$ cat config.mk
export PLATFORM = sky130hd
export DESIGN_NAME = uart_fifo_flat
export DESIGN_NICKNAME = d
export VERILOG_FILES = /design/src/rtl/uart_fifo_if.sv /design/src/rtl/uart_fifo.sv /design/src/flat_wrapper.sv
export SDC_FILE = /design/constraint.sdc
export NUM_CORES = 1
export LEC_CHECK = 0
export CAP_MARGIN = 20
export CORE_MARGIN = 3
export CORE_UTILIZATION = 35
export CTS_CLUSTER_DIAMETER = 150
export DETAILED_ROUTE_END_ITERATION = 12
export GPL_TIMING_DRIVEN = 0
export PLACE_DENSITY_LB_ADDON = 0.12
export SYNTH_ARGS = -nofsm -noshare
export SYNTH_HDL_FRONTEND = slang
export SYNTH_SLANG_ARGS = --single-unit
$ cat constraint.sdc
create_clock -name clk -period 7.4 [get_ports clk]
set_input_delay 1.85 -clock clk [delete_from_list [all_inputs] [get_ports clk]]
set_output_delay 1.85 -clock clk [all_outputs]
set_load 0.05 [all_outputs]
$ cat src/rtl/uart_fifo_if.sv
// Slave-bus bundle for uart_fifo: strobed register access with a one-cycle,
// active-low completion pulse.
interface uart_fifo_if;
  // An access is a cycle where cs_ and as_ are both low after having been
  // high; the slave answers with rdy_ low for exactly one cycle on the next
  // cycle, with rd_data valid only while rdy_ is low (0 otherwise).
  logic        cs_;
  logic        as_;
  logic        rw;
  logic [1:0]  addr;
  logic [31:0] wr_data;
  logic [31:0] rd_data;
  logic        rdy_;

  modport master (output cs_, as_, rw, addr, wr_data, input rd_data, rdy_);
  modport slave  (input cs_, as_, rw, addr, wr_data, output rd_data, rdy_);
endinterface

$ cat src/rtl/uart_fifo.sv
// Bus-attached UART: TX/RX bit engines with FIFOs, runtime divisor and frame
// format, sticky error flags and maskable level interrupts.
module uart_fifo_buf #(
  parameter int W     = 8,
  parameter int DEPTH = 16
) (
  input  logic                     clk,
  input  logic                     reset,
  input  logic                     push_i,
  input  logic [W-1:0]             din_i,
  input  logic                     pop_i,
  output logic [W-1:0]             dout_o,
  output logic                     push_ok_o,
  output logic                     empty_o,
  output logic                     full_o,
  output logic [$clog2(DEPTH):0]   count_o
);
  localparam int AW = $clog2(DEPTH);
  localparam int CW = AW + 1;
  localparam logic [CW-1:0] FULL_CNT = CW'(DEPTH);

  logic [W-1:0]  mem_q [DEPTH];
  logic [AW-1:0] wptr_q, rptr_q;
  logic [CW-1:0] cnt_q;
  logic          pop_ok;

  assign empty_o   = (cnt_q == '0);
  assign full_o    = (cnt_q == FULL_CNT);
  assign count_o   = cnt_q;
  assign pop_ok    = pop_i && !empty_o;
  // A pop in the same cycle frees the slot, so a push into a full FIFO succeeds.
  assign push_ok_o = push_i && (!full_o || pop_ok);
  assign dout_o    = empty_o ? '0 : mem_q[rptr_q];

  always_ff @(posedge clk) begin
    if (push_ok_o) mem_q[wptr_q] <= din_i;
  end

  always_ff @(posedge clk or negedge reset) begin
    if (!reset) begin
      wptr_q <= '0;
      rptr_q <= '0;
      cnt_q  <= '0;
    end else begin
      if (push_ok_o) wptr_q <= wptr_q + 1'b1;
      if (pop_ok)    rptr_q <= rptr_q + 1'b1;
      cnt_q <= cnt_q + CW'(push_ok_o) - CW'(pop_ok);
    end
  end
endmodule

module uart_fifo #(
  parameter int               DATA_W     = 8,
  parameter int               FIFO_DEPTH = 16,
  parameter int               DIV_W      = 16,
  parameter logic [DIV_W-1:0] DIV_RESET  = DIV_W'(434)
) (
  input  logic       clk,
  input  logic       reset,
  uart_fifo_if.slave bus,
  output logic       irq_rx,
  output logic       irq_tx,
  output logic       tx,
  input  logic       rx,
  output logic [2:0] tx_state_o,
  output logic [2:0] rx_state_o
);
  localparam int CW = $clog2(FIFO_DEPTH) + 1;
  localparam int BW = $clog2(DATA_W);
  localparam logic [DIV_W-1:0] DIV_MIN = DIV_W'(4);

  typedef enum logic [2:0] {S_IDLE, S_START, S_DATA, S_PARITY, S_STOP} state_t;

  // Bus side
  logic              strobe, strobe_q, acc, wr, rd;
  logic [31:0]       rd_data_q, rd_data_d, rd_mux, stat;
  logic              rdy_n_q;
  logic [DIV_W-1:0]  div_q, div_d;
  logic [6:0]        ctrl_q, ctrl_d;
  logic [3:0]        flags_q, flags_d, flags_set, flags_clr; // tx_ovf, frm, par, ovr
  logic              irq_rx_q, irq_tx_q;
  logic [3:0]        nbits;
  logic [BW-1:0]     last_bit;
  logic [DATA_W-1:0] len_mask;

  // FIFO wiring
  logic              tx_push, tx_push_ok, tx_pop, tx_empty, tx_full;
  logic [DATA_W-1:0] tx_dout;
  logic [CW-1:0]     tx_cnt;
  logic              rx_push, rx_push_ok, rx_pop, rx_empty, rx_full;
  logic [DATA_W-1:0] rx_dout, rx_din;
  logic [CW-1:0]     rx_cnt;

  // TX engine
  state_t            tx_state_q, tx_state_d;
  logic [DIV_W:0]    tx_cnt_q, tx_cnt_d, tx_stop_len;
  logic [BW-1:0]     tx_bit_q, tx_bit_d;
  logic [DATA_W-1:0] tx_sh_q, tx_sh_d;
  logic              tx_par_q, tx_par_d, tx_q, tx_d, tx_load, tx_idle;
  logic [DIV_W-1:0]  tx_div_q, tx_div_d;

  // RX engine
  logic              rx_s1_q, rx_s2_q, rx_prev_q;
  state_t            rx_state_q, rx_state_d;
  logic [DIV_W-1:0]  rx_cnt_q, rx_cnt_d, rx_div_q, rx_div_d;
  logic [BW-1:0]     rx_bit_q, rx_bit_d;
  logic [DATA_W-1:0] rx_sh_q, rx_sh_d;
  logic              rx_par_q, rx_par_d, rx_perr_q, rx_perr_d;
  logic              rx_frm_set, rx_par_set;

  logic unused_bits;
  assign unused_bits = ^{bus.wr_data[31:DIV_W], rx_full};

  assign strobe   = !bus.cs_ && !bus.as_;
  assign acc      = strobe && !strobe_q;
  assign wr       = acc && !bus.rw;
  assign rd       = acc && bus.rw;
  assign nbits    = {2'b00, ctrl_q[1:0]} + 4'd5;
  assign last_bit = BW'(nbits - 4'd1);
  assign len_mask = ~({DATA_W{1'b1}} << nbits);

  assign tx_push = wr && (bus.addr == 2'd1);
  assign rx_pop  = rd && (bus.addr == 2'd1);
  assign tx_idle = tx_empty && (tx_state_q == S_IDLE);

  uart_fifo_buf #(.W(DATA_W), .DEPTH(FIFO_DEPTH)) u_tx_fifo (
    .clk(clk), .reset(reset), .push_i(tx_push), .din_i(bus.wr_data[DATA_W-1:0]),
    .pop_i(tx_pop), .dout_o(tx_dout), .push_ok_o(tx_push_ok), .empty_o(tx_empty),
    .full_o(tx_full), .count_o(tx_cnt));

  uart_fifo_buf #(.W(DATA_W), .DEPTH(FIFO_DEPTH)) u_rx_fifo (
    .clk(clk), .reset(reset), .push_i(rx_push), .din_i(rx_din),
    .pop_i(rx_pop), .dout_o(rx_dout), .push_ok_o(rx_push_ok), .empty_o(rx_empty),
    .full_o(rx_full), .count_o(rx_cnt));

  assign stat = {8'h00, 8'(tx_cnt), 8'(rx_cnt), 1'b0, flags_q, tx_idle, tx_full, !rx_empty};

  always_comb begin
    rd_mux = '0;
    case (bus.addr)
      2'd0: rd_mux = stat;
      2'd1: rd_mux = 32'(rx_dout);
      2'd2: rd_mux = 32'(div_q);
      2'd3: rd_mux = 32'(ctrl_q);
      default: rd_mux = '0;
    endcase
    rd_data_d = rd ? rd_mux : '0;

    div_d  = div_q;
    ctrl_d = ctrl_q;
    if (wr && bus.addr == 2'd2)
      div_d = (bus.wr_data[DIV_W-1:0] < DIV_MIN) ? DIV_MIN : bus.wr_data[DIV_W-1:0];
    if (wr && bus.addr == 2'd3)
      ctrl_d = bus.wr_data[6:0];

    // Set events override a simultaneous write-1-to-clear.
    flags_clr = (wr && bus.addr == 2'd0) ? bus.wr_data[6:3] : 4'h0;
    flags_set = {tx_push && !tx_push_ok, rx_frm_set, rx_par_set, rx_push && !rx_push_ok};
    flags_d   = (flags_q & ~flags_clr) | flags_set;
  end

  assign tx_stop_len = ctrl_q[6] ? ({tx_div_q, 1'b0} - 1'b1) : ({1'b0, tx_div_q} - 1'b1);

  always_comb begin
    tx_state_d = tx_state_q;
    tx_cnt_d   = tx_cnt_q;
    tx_bit_d   = tx_bit_q;
    tx_sh_d    = tx_sh_q;
    tx_par_d   = tx_par_q;
    tx_div_d   = tx_div_q;
    tx_d       = tx_q;
    tx_load    = 1'b0;
    tx_pop     = 1'b0;
    case (tx_state_q)
      S_IDLE: begin
        tx_d = 1'b1;
        if (!tx_empty) tx_load = 1'b1;
      end
      S_START: begin
        if (tx_cnt_q == '0) begin
          tx_state_d = S_DATA;
          tx_cnt_d   = {1'b0, tx_div_q} - 1'b1;
          tx_bit_d   = '0;
          tx_d       = tx_sh_q[0];
        end else tx_cnt_d = tx_cnt_q - 1'b1;
      end
      S_DATA: begin
        if (tx_cnt_q == '0) begin
          tx_cnt_d = {1'b0, tx_div_q} - 1'b1;
          if (tx_bit_q == last_bit) begin
            if (ctrl_q[2]) begin
              tx_state_d = S_PARITY;
              tx_d       = tx_par_q;
            end else begin
              tx_state_d = S_STOP;
              tx_cnt_d   = tx_stop_len;
              tx_d       = 1'b1;
            end
          end else begin
            tx_bit_d = tx_bit_q + 1'b1;
            tx_sh_d  = tx_sh_q >> 1;
            tx_d     = tx_sh_q[1];
          end
        end else tx_cnt_d = tx_cnt_q - 1'b1;
      end
      S_PARITY: begin
        if (tx_cnt_q == '0) begin
          tx_state_d = S_STOP;
          tx_cnt_d   = tx_stop_len;
          tx_d       = 1'b1;
        end else tx_cnt_d = tx_cnt_q - 1'b1;
      end
      S_STOP: begin
        if (tx_cnt_q == '0) begin
          tx_state_d = S_IDLE;
          tx_d       = 1'b1;
          if (!tx_empty) tx_load = 1'b1;
        end else tx_cnt_d = tx_cnt_q - 1'b1;
      end
      default: tx_state_d = S_IDLE;
    endcase
    // Divisor and parity are captured here so a DIV write never disturbs a frame.
    if (tx_load) begin
      tx_pop     = 1'b1;
      tx_sh_d    = tx_dout;
      tx_par_d   = (^(tx_dout & len_mask)) ^ ctrl_q[3];
      tx_div_d   = div_q;
      tx_cnt_d   = {1'b0, div_q} - 1'b1;
      tx_state_d = S_START;
      tx_d       = 1'b0;
    end
  end

  assign rx_din = rx_sh_q >> (4'(DATA_W) - nbits);

  always_comb begin
    rx_state_d = rx_state_q;
    rx_cnt_d   = rx_cnt_q;
    rx_div_d   = rx_div_q;
    rx_bit_d   = rx_bit_q;
    rx_sh_d    = rx_sh_q;
    rx_par_d   = rx_par_q;
    rx_perr_d  = rx_perr_q;
    rx_push    = 1'b0;
    rx_frm_set = 1'b0;
    rx_par_set = 1'b0;
    case (rx_state_q)
      S_IDLE: begin
        if (rx_prev_q && !rx_s2_q) begin
          rx_state_d = S_START;
          rx_div_d   = div_q;
          rx_cnt_d   = (div_q >> 1) - 1'b1;
        end
      end
      S_START: begin
        // Mid-start-bit check rejects glitches shorter than half a bit.
        if (rx_cnt_q == '0) begin
          if (!rx_s2_q) begin
            rx_state_d = S_DATA;
            rx_cnt_d   = rx_div_q - 1'b1;
            rx_bit_d   = '0;
            rx_par_d   = 1'b0;
            rx_perr_d  = 1'b0;
          end else rx_state_d = S_IDLE;
        end else rx_cnt_d = rx_cnt_q - 1'b1;
      end
      S_DATA: begin
        if (rx_cnt_q == '0) begin
          rx_sh_d  = {rx_s2_q, rx_sh_q[DATA_W-1:1]};
          rx_par_d = rx_par_q ^ rx_s2_q;
          rx_cnt_d = rx_div_q - 1'b1;
          if (rx_bit_q == last_bit) rx_state_d = ctrl_q[2] ? S_PARITY : S_STOP;
          else rx_bit_d = rx_bit_q + 1'b1;
        end else rx_cnt_d = rx_cnt_q - 1'b1;
      end
      S_PARITY: begin
        if (rx_cnt_q == '0) begin
          rx_perr_d  = rx_s2_q ^ rx_par_q ^ ctrl_q[3];
          rx_state_d = S_STOP;
          rx_cnt_d   = rx_div_q - 1'b1;
        end else rx_cnt_d = rx_cnt_q - 1'b1;
      end
      S_STOP: begin
        if (rx_cnt_q == '0) begin
          rx_push    = 1'b1;
          rx_frm_set = !rx_s2_q;
          rx_par_set = rx_perr_q;
          rx_state_d = S_IDLE;
        end else rx_cnt_d = rx_cnt_q - 1'b1;
      end
      default: rx_state_d = S_IDLE;
    endcase
  end

  always_ff @(posedge clk or negedge reset) begin
    if (!reset) begin
      strobe_q   <= 1'b0;
      rd_data_q  <= '0;
      rdy_n_q    <= 1'b1;
      div_q      <= DIV_RESET;
      ctrl_q     <= '0;
      flags_q    <= '0;
      irq_rx_q   <= 1'b0;
      irq_tx_q   <= 1'b0;
      tx_state_q <= S_IDLE;
      tx_cnt_q   <= '0;
      tx_bit_q   <= '0;
      tx_sh_q    <= '0;
      tx_par_q   <= 1'b0;
      tx_div_q   <= DIV_RESET;
      tx_q       <= 1'b1;
      rx_s1_q    <= 1'b1;
      rx_s2_q    <= 1'b1;
      rx_prev_q  <= 1'b1;
      rx_state_q <= S_IDLE;
      rx_cnt_q   <= '0;
      rx_div_q   <= DIV_RESET;
      rx_bit_q   <= '0;
      rx_sh_q    <= '0;
      rx_par_q   <= 1'b0;
      rx_perr_q  <= 1'b0;
    end else begin
      strobe_q   <= strobe;
      rd_data_q  <= rd_data_d;
      rdy_n_q    <= !acc;
      div_q      <= div_d;
      ctrl_q     <= ctrl_d;
      flags_q    <= flags_d;
      irq_rx_q   <= ctrl_q[4] & (!rx_empty | (|flags_q[2:0]));
      irq_tx_q   <= ctrl_q[5] & tx_idle;
      tx_state_q <= tx_state_d;
      tx_cnt_q   <= tx_cnt_d;
      tx_bit_q   <= tx_bit_d;
      tx_sh_q    <= tx_sh_d;
      tx_par_q   <= tx_par_d;
      tx_div_q   <= tx_div_d;
      tx_q       <= tx_d;
      rx_s1_q    <= rx;
      rx_s2_q    <= rx_s1_q;
      rx_prev_q  <= rx_s2_q;
      rx_state_q <= rx_state_d;
      rx_cnt_q   <= rx_cnt_d;
      rx_div_q   <= rx_div_d;
      rx_bit_q   <= rx_bit_d;
      rx_sh_q    <= rx_sh_d;
      rx_par_q   <= rx_par_d;
      rx_perr_q  <= rx_perr_d;
    end
  end

  assign bus.rd_data = rd_data_q;
  assign bus.rdy_    = rdy_n_q;
  assign irq_rx      = irq_rx_q;
  assign irq_tx      = irq_tx_q;
  assign tx          = tx_q;
  assign tx_state_o  = tx_state_q;
  assign rx_state_o  = rx_state_q;
endmodule

$ cat src/flat_wrapper.sv
// flat-port wrapper written by rule: the top's interface ports become plain ports
module uart_fifo_flat 
#(
  parameter int               DATA_W     = 8,
  parameter int               FIFO_DEPTH = 16,
  parameter int               DIV_W      = 16,
  parameter logic [DIV_W-1:0] DIV_RESET  = DIV_W'(434)
)
  (clk, reset, irq_rx, irq_tx, tx, rx, tx_state_o, rx_state_o, bus_cs_, bus_as_, bus_rw, bus_addr, bus_wr_data, bus_rd_data, bus_rdy_);
  uart_fifo_if bus_i ();
  input  logic clk;
  input  logic reset;
  output logic irq_rx;
  output logic irq_tx;
  output logic tx;
  input  logic rx;
  output logic [2:0] tx_state_o;
  output logic [2:0] rx_state_o;
  input wire logic [$bits(bus_i.cs_)-1:0] bus_cs_;
  input wire logic [$bits(bus_i.as_)-1:0] bus_as_;
  input wire logic [$bits(bus_i.rw)-1:0] bus_rw;
  input wire logic [$bits(bus_i.addr)-1:0] bus_addr;
  input wire logic [$bits(bus_i.wr_data)-1:0] bus_wr_data;
  output wire logic [$bits(bus_i.rd_data)-1:0] bus_rd_data;
  output wire logic [$bits(bus_i.rdy_)-1:0] bus_rdy_;
  assign bus_i.cs_ = bus_cs_;
  assign bus_i.as_ = bus_as_;
  assign bus_i.rw = bus_rw;
  assign bus_i.addr = bus_addr;
  assign bus_i.wr_data = bus_wr_data;
  assign bus_rd_data = bus_i.rd_data;
  assign bus_rdy_ = bus_i.rdy_;
  uart_fifo #(.DATA_W(DATA_W), .FIFO_DEPTH(FIFO_DEPTH), .DIV_W(DIV_W), .DIV_RESET(DIV_RESET)) u_core (.clk(clk), .reset(reset), .bus(bus_i), .irq_rx(irq_rx), .irq_tx(irq_tx), .tx(tx), .rx(rx), .tx_state_o(tx_state_o), .rx_state_o(rx_state_o));
endmodule
-- After elaboration in Yosys (flattened, before gate mapping)
Memories as Yosys holds them, arrays and structs flattened.
Index checks and enable logic that the tools add are counted.
- add/subtract/negate cells: 20
- $mul: 0
- div/mod/pow operators: 0
- order comparisons: 1
- equal/unequal tests: 37
- shift-type cells: 2
- multiplexer cells: 76
- bitwise logic cells: 11
- reductions and logical operators: 62
- operators by type and width (operator ; number):
    two-way mux 17 bit ; 8
    case mux 32 bit (4 select lines) ; 1
    two-way mux 16 bit ; 6
    case mux 17 bit (4 select lines) ; 1
    case mux 16 bit (4 select lines) ; 1
    two-way mux 3 bit ; 19
    two-way mux 8 bit ; 6
    subtractor 16 x 1 -> 17 bit (second input constant) ; 2
    subtractor 17 x 1 -> 17 bit (second input constant) ; 2
    two-way mux 32 bit ; 1
    subtractor 16 x 1 -> 16 bit (second input constant) ; 2
    case mux 3 bit (5 select lines) ; 2
    two-way mux 1 bit ; 23
    inequality test 2 x 1 -> 1 bit (second input constant) ; 10
    AND reduction 4 bit ; 5
    inequality test 3 x 1 -> 1 bit (second input constant) ; 6
    logical AND 1 bit ; 17
    zero test 17 bit ; 1
    adder 4 x 1 -> 4 bit (second input constant) ; 4
    zero test 16 bit ; 1
    less-than comparator 16 x 3 -> 1 bit (second input constant) ; 1
    subtractor 15 x 1 -> 16 bit (second input constant) ; 1
    == test 3 x 2 -> 1 bit (second input constant) ; 4
    zero test 1 bit ; 12
    44 further kinds ; 73
- bits in registers: 189
- bits in latches: 0
- bits in writable memories: 256
- memory bits (read-only): 0
- input port bits: 40
- output and inout port bits: 42
- logic and storage cells: 242
- memories: 2
- memory list (memory ; words ; bits a word ; read ports ; clocked after Yosys merged registers in ; write ports ; line ; RTL):
    u_core.u_rx_fifo.mem_q ; 16 ; 8 ; 1 ; 0 ; 1 ; uart_fifo.sv:22 ; logic [W-1:0] mem_q [DEPTH];
    u_core.u_tx_fifo.mem_q ; 16 ; 8 ; 1 ; 0 ; 1 ; uart_fifo.sv:22 ;

-- Longest topological paths before layout
- depth after elaboration: 11
- gate-level depth with buffers: 20
- mapped depth without buffers: 18

-- Modules after synthesis
A second synthesis with hierarchy kept.
- cell total of the unflattened synthesis: 1624
- area total of the unflattened synthesis: 21161.5 um2
- by module, submodules not included (module ; instances ; cells each ; area an instance (um2) ; sequential area each (um2)):
    uart_fifo ; 1 ; 1049 ; 9614.2 ; 3828.7
    uart_fifo_buf at u_core.u_rx_fifo ; 1 ; 289 ; 5789.3 ; 4169.0
    uart_fifo_buf at u_core.u_tx_fifo ; 1 ; 286 ; 5758.0 ; 4169.0

-- Worst setup path after synthesis
Ideal clock, no wire load.
- path kind: input to register
- start point: input port bus_addr[1]
- end point: register u_core.u_rx_fifo.cnt_q[4], in the netlist u_core.u_rx_fifo.count_o[4]
- arrival: 4506 ps
- required time: 7275 ps
- slack: 2768 ps
- stages: 18
- buffers on the path: 3
- cells stage by stage: clkbuf_1 -> nor3b_1 -> nor2b_1 -> clkbuf_1 -> nand4b_1 -> and2_4 -> buf_8 -> inv_6 -> ha_1 -> inv_1 -> ha_1 -> inv_1 -> fa_1 -> inv_1 -> a21oi_1 -> nor2_1 -> nor2_1 -> xnor2_1
- longest elaborated chain between the ends: 7
- RTL lines (what ; line ; RTL):
    from (decl) ; flat_wrapper.sv:22 ; input wire logic [$bits(bus_i.addr)-1:0] bus_addr;
    == test 2 x 1 -> 1 bit (*) ; uart_fifo.sv:123 ; assign rx_pop = rd && (bus.addr == 2'd1);
    logical AND 1 bit (*) ; uart_fifo.sv:123 ;
    logical AND 1 bit (*) ; uart_fifo.sv:30 ; assign pop_ok = pop_i && !empty_o;
    via u_core.u_rx_fifo.pop_ok ; uart_fifo.sv:25 ; logic pop_ok;
    logical OR 1 bit ; uart_fifo.sv:32 ; assign push_ok_o = push_i && (!full_o || pop_ok);
    logical AND 1 bit ; uart_fifo.sv:32 ;
    adder 5 x 1 -> 5 bit ; uart_fifo.sv:47 ; cnt_q <= cnt_q + CW'(push_ok_o) - CW'(pop_ok);
    subtractor 5 x 1 -> 5 bit (*) ; uart_fifo.sv:47 ;
    to (signal assigned) ; uart_fifo.sv:47 ;
    to (decl) ; uart_fifo.sv:24 ; logic [CW-1:0] cnt_q;
The timed path passes the listed nets; every way through them passes the cells marked *.
A chain may end at the register's enable or synchronous reset.

-- Worst setup path in the final report
- start point: input port bus_as_
- end point: register u_core.u_rx_fifo.cnt_q[4], in the netlist u_core.u_rx_fifo.count_o[4]
- longest elaborated chain between the ends: 10
- RTL lines (what ; line ; RTL):
    from (decl) ; flat_wrapper.sv:20 ; input wire logic [$bits(bus_i.as_)-1:0] bus_as_;
    zero test 1 bit (*) ; uart_fifo.sv:114 ; assign strobe = !bus.cs_ && !bus.as_;
    logical AND 1 bit (*) ; uart_fifo.sv:114 ;
    logical AND 1 bit (*) ; uart_fifo.sv:115 ; assign acc = strobe && !strobe_q;
    logical AND 1 bit (*) ; uart_fifo.sv:117 ; assign rd = acc && bus.rw;
    logical AND 1 bit (*) ; uart_fifo.sv:123 ;
    logical AND 1 bit (*) ; uart_fifo.sv:30 ;
    via u_core.u_rx_fifo.pop_ok ; uart_fifo.sv:25 ;
    logical OR 1 bit ; uart_fifo.sv:32 ;
    logical AND 1 bit ; uart_fifo.sv:32 ;
    adder 5 x 1 -> 5 bit ; uart_fifo.sv:47 ;
    subtractor 5 x 1 -> 5 bit (*) ; uart_fifo.sv:47 ;
Marks and branches as above.

==> flow_metrics.py <==
metrics = {
    "floorplanning": {
        "die-area_um2": 62600,
        "fp.dieW_um": 250,
        "die_h_um": 250,
        "rows": 88,
        "start_util_pct": 35.8,
        "design.portCount": 82,
        "core_um2": 58400,
    },
    "sta": {
        "final-max-slew-violation-count": 0,
        "finalSetupViolCount": 0,
        "fin_crit_ns": 5.31,
        "finalCritPeriodShare_pct": 71.7,
        "timing.final.ws_setup_ns": 2.09,
        "hold_viol": 0,
        "hold_ws_ns": 0.374,
        "max_slew.worst_pin.slew_ns": 1.02,
        "finalClockSkew_ns": 0.0278,
        "max_freq_mhz": 188,
        "rsz0062_at_grt": "no",
        "relSlewSlack_pct": 32.0,
    },
    "run_status": {
        "status": "finished clean",
    },
    "logic_synthesis": {
        "ys_types": 85,
        "syn_area_per_cell_um2": 12.8,
        "synth_seq_cells": 434,
        "synth_seq_area_share_pct": 58.3,
        "synth_area_um2": 20900,
        "synth_warnings": 0,
        "async_flop_share_pct": 41.0,
        "syn_inst": 1637,
        "synth_edf_count": 256,
        "synthFlopType": "edfxtp_1",
    },
    "drt": {
        "wl_per_cell_um": 22.4,
        "viasPerCell": 5.28,
        "first_pass_iters": 5,
        "antenna_left": 0,
        "vias": 13553,
        "drc": 0,
        "routed_wl_um": 57400,
        "drt_iter0_drc": 1052,
    },
    "setup_path": {
        "cp.arrival_ns": 5.79,
        "worstSetupStartpointType": "primary input",
        "crit_type": "primary input to register",
        "endpoint_kind": "register",
        "cp.required_ns": 7.88,
        "cp_max_fo": 8,
    },
    "clock_tree": {
        "clock_sinks": 434,
        "cts_root_buf": "clkbuf_16",
        "cts_hold_buf": 0,
        "clk_latency_ns": 0.61,
        "cts_buffers": 49,
        "cts_tree": "yes",
        "post_cts_resized": 0,
        "path_clk_slew_ns": 0.06,
        "htree_levels": 2,
        "cts_buffer_depth": 3,
        "cts_setup_buffers": 0,
    },
    "power": {
        "ir_worst_vdd_v": 0.000211,
        "leakage_uw": 0.00891,
        "power.density_nw_per_um2": 375,
    },
    "global_routing": {
        "grt_pass1_wl_um": 88100,
        "grt_max_degree": 99,
        "grt_most_used_layer": "met2",
        "use_met3_pct": 2.39,
        "antenna_found_initial": 1,
        "first_global_vias": 13576,
        "overflow": 0,
        "grt_util_all_layers_pct": 18.3,
        "met2_usage_pct": 27.9,
        "use_met1_pct": 27.9,
    },
    "finish": {
        "diodes": 0,
        "syn2layout_area_growth_pct": 15.3,
        "layout-drive-gt1-share_pct": 15.9,
        "fin_nets": 1841,
        "stdcell_area_um2": 24100,
    },
    "placed_design": {
        "gp_congestion": 0.878,
        "dp_slack_ns": 1.55,
        "portBuffers": 53,
        "place_hpwl_um": 40600,
        "placed_area_um2": 22500,
    },
    "hold_path": {
        "min_path_type": "register to register",
    },
    "job": {
        "maxCapViolCount": 0,
    },
}
==> placed cells by master (no fill, tap or decap), types with 8 or more instances in the layout <==
cell type	count
edfxtp_1	256
dfrtp_1	158
nand2_1	152
nor2_1	118
o21ai_0	83
clkbuf_1	66
mux4_2	63
xnor2_1	62
a21oi_1	58
nor3_1	54
clkdlybuf4s50_1	52
inv_1	49
clkbuf_16	49
mux2_2	45
mux2i_1	42
xor2_1	38
ha_1	36
nand3_1	24
buf_2	21
buf_4	20
dfstp_2	20
and2_1	18
a221oi_1	18
a22oi_1	16
a211oi_1	13
nand2b_1	13
or3_1	11
nor4_1	11
conb_1	11
a31oi_1	10
or4_1	10
buf_1	9
and3_1	9
clkinv_1	9
o21ai_1	9
o22ai_1	9
o211ai_1	8
clkinvlp_4	8
clkinv_2	8
==> cells by family (layout without fill, tap and decap cells) <==
logic type / after synthesis / count (layout) / synth area share [%]
AOI/OAI and AO/OA: 276 / 276 / 8.39
buffers and inverters: 152 / 308 / 3.50
DFF: 434 / 434 / 58.3
xor gates and xnor gates: 102 / 102 / 4.41
muxes: 154 / 154 / 11.7
adders and majority gates: 39 / 39 / 2.40
other: 1 / 11 / 0.0180
and+or+nand+nor: 479 / 479 / 11.3
==> power by group <==
group	internal, uW	total [uW]	leakage (uW)	switching (uW)
clock	1300	2330	0.000719	1020
sequential	2930	3270	0.00454	344
combinational	1410	3430	0.00364	2020
total	5640	9030	0.00891	3390
==> state kept, by name (all words and copies together) (netlist names), 4 cells and up <==
signal,flops
u_core.rx_div_q,16
u_core.tx_div_q,16
u_core.flags_q,4
u_core.rx_cnt_q,16
u_core.u_tx_fifo.wptr_q,4
u_core.u_rx_fifo.wptr_q,4
u_core.tx_cnt_q,17
u_core.tx_sh_q,8
u_core.u_tx_fifo.count_o,5
u_core.ctrl_q,7
u_core.u_rx_fifo.rptr_q,4
u_core.u_tx_fifo.rptr_q,4
u_core.u_rx_fifo.mem_q,128
u_core.u_tx_fifo.mem_q,128
u_core.div_q,16
u_core.rx_sh_q,8
u_core.u_rx_fifo.count_o,5
u_core.bus.rd_data,21
==> synthesized netlist by cell type, types with 5 or more instances <==
cell type,count,area (um2)
a31oi_1,10,62.6
a21o_1,6,45.0
ha_1,36,450
a211oi_1,13,97.6
a21oi_1,58,290
clkbuf_1,52,195
inv_1,49,184
a22oi_1,16,120
mux2i_1,42,420
o22ai_1,9,56.3
nor4_1,15,93.8
nor2_1,118,443
o21ai_0,84,420
or4_1,10,75.1
and2_1,18,113
or3_1,11,68.8
mux2_2,45,507
buf_1,8,30.0
o21ai_1,8,40.0
nor2b_1,7,43.8
nor3_1,54,270
nand2_1,152,571
edfxtp_1,256,7690
buf_4,14,105
or3_4,5,56.3
a22o_1,7,61.3
buf_2,18,90.1
o211ai_1,8,60.1
xor2_1,38,333
buf_6,5,56.3
a221oi_1,18,158
nor3b_1,7,52.6
nand2b_1,13,81.3
mux4_2,63,1420
dfstp_2,20,526
o31ai_1,5,37.5
and3_1,9,56.3
nand3_1,24,120
xnor2_1,62,543
nand4_1,6,37.5
dfrtp_1,158,3950
==> metrics by stage <==
| stage | cells | TNS, ns | power [uW] | utilization (%) |
|---|---|---|---|---|
| floorplan | 1647 | 0 | 5710 | - |
| global placement | 2465 | -567.17 | 6710 | 38.4 |
| detailed placement | 2477 | 0 | 6750 | 38.6 |
| CTS | 2568 | 0 | 9120 | 41.3 |
| global route | 2568 | 0 | 9590 | 41.3 |
| finish | 2568 | 0 | 9030 | 41.3 |
==> worst paths after layout <==
check	to	cells after the start	slack [ns]	from
max in group asynchronous	u_core.rx_prev_q	2	5.21	reset
worst min-delay path	u_core.rx_s2_q	0	0.37	u_core.rx_s1_q
worst max-delay path	u_core.u_rx_fifo.count_o[4]	19	2.09	bus_as_
worst max register to register	u_core.u_rx_fifo.count_o[4]	20	3.04	u_core.u_rx_fifo.count_o[2]
worst min register to register	u_core.rx_s2_q	0	0.37	u_core.rx_s1_q
min in group asynchronous	u_core.tx_cnt_q[12]	1	1.26	reset
==> metal layers <==
layer  vias up  part of all wire (%)  routed length, um
met5         -                 0.023                 13
met4         2                   1.8               1050
met3        67                   4.5               2600
met2       333                    45              25600
met1      6854                    49              28100
li1       6297                     -                  -
==> layout make-up <==
type                    count  area (um2)
well taps                 765         957
plain buffers             100         532
multi-input cells        1061        8060
clock buffers              63        1280
inverters                  52         200
flip-flops and latches    434       12200
fillers                  5452       34300
clock inverters            28         255
repair buffers             65         638
==> worst max-delay path, stage by stage <==
cell	delay (ns)
clkdlybuf4s50_1	0.43
nor3_1	0.69
nand2_1	0.30
nor2b_1	0.18
clkbuf_1	0.39
nand4b_1	0.26
and2_4	0.19
buf_8	0.12
inv_6	0.05
ha_1	0.26
inv_1	0.06
ha_1	0.16
inv_1	0.06
fa_1	0.40
inv_1	0.07
a21oi_1	0.06
nor2_1	0.08
nor2_1	0.06
xnor2_1	0.11
No activity file was read; power rests on OpenSTA's default activity.
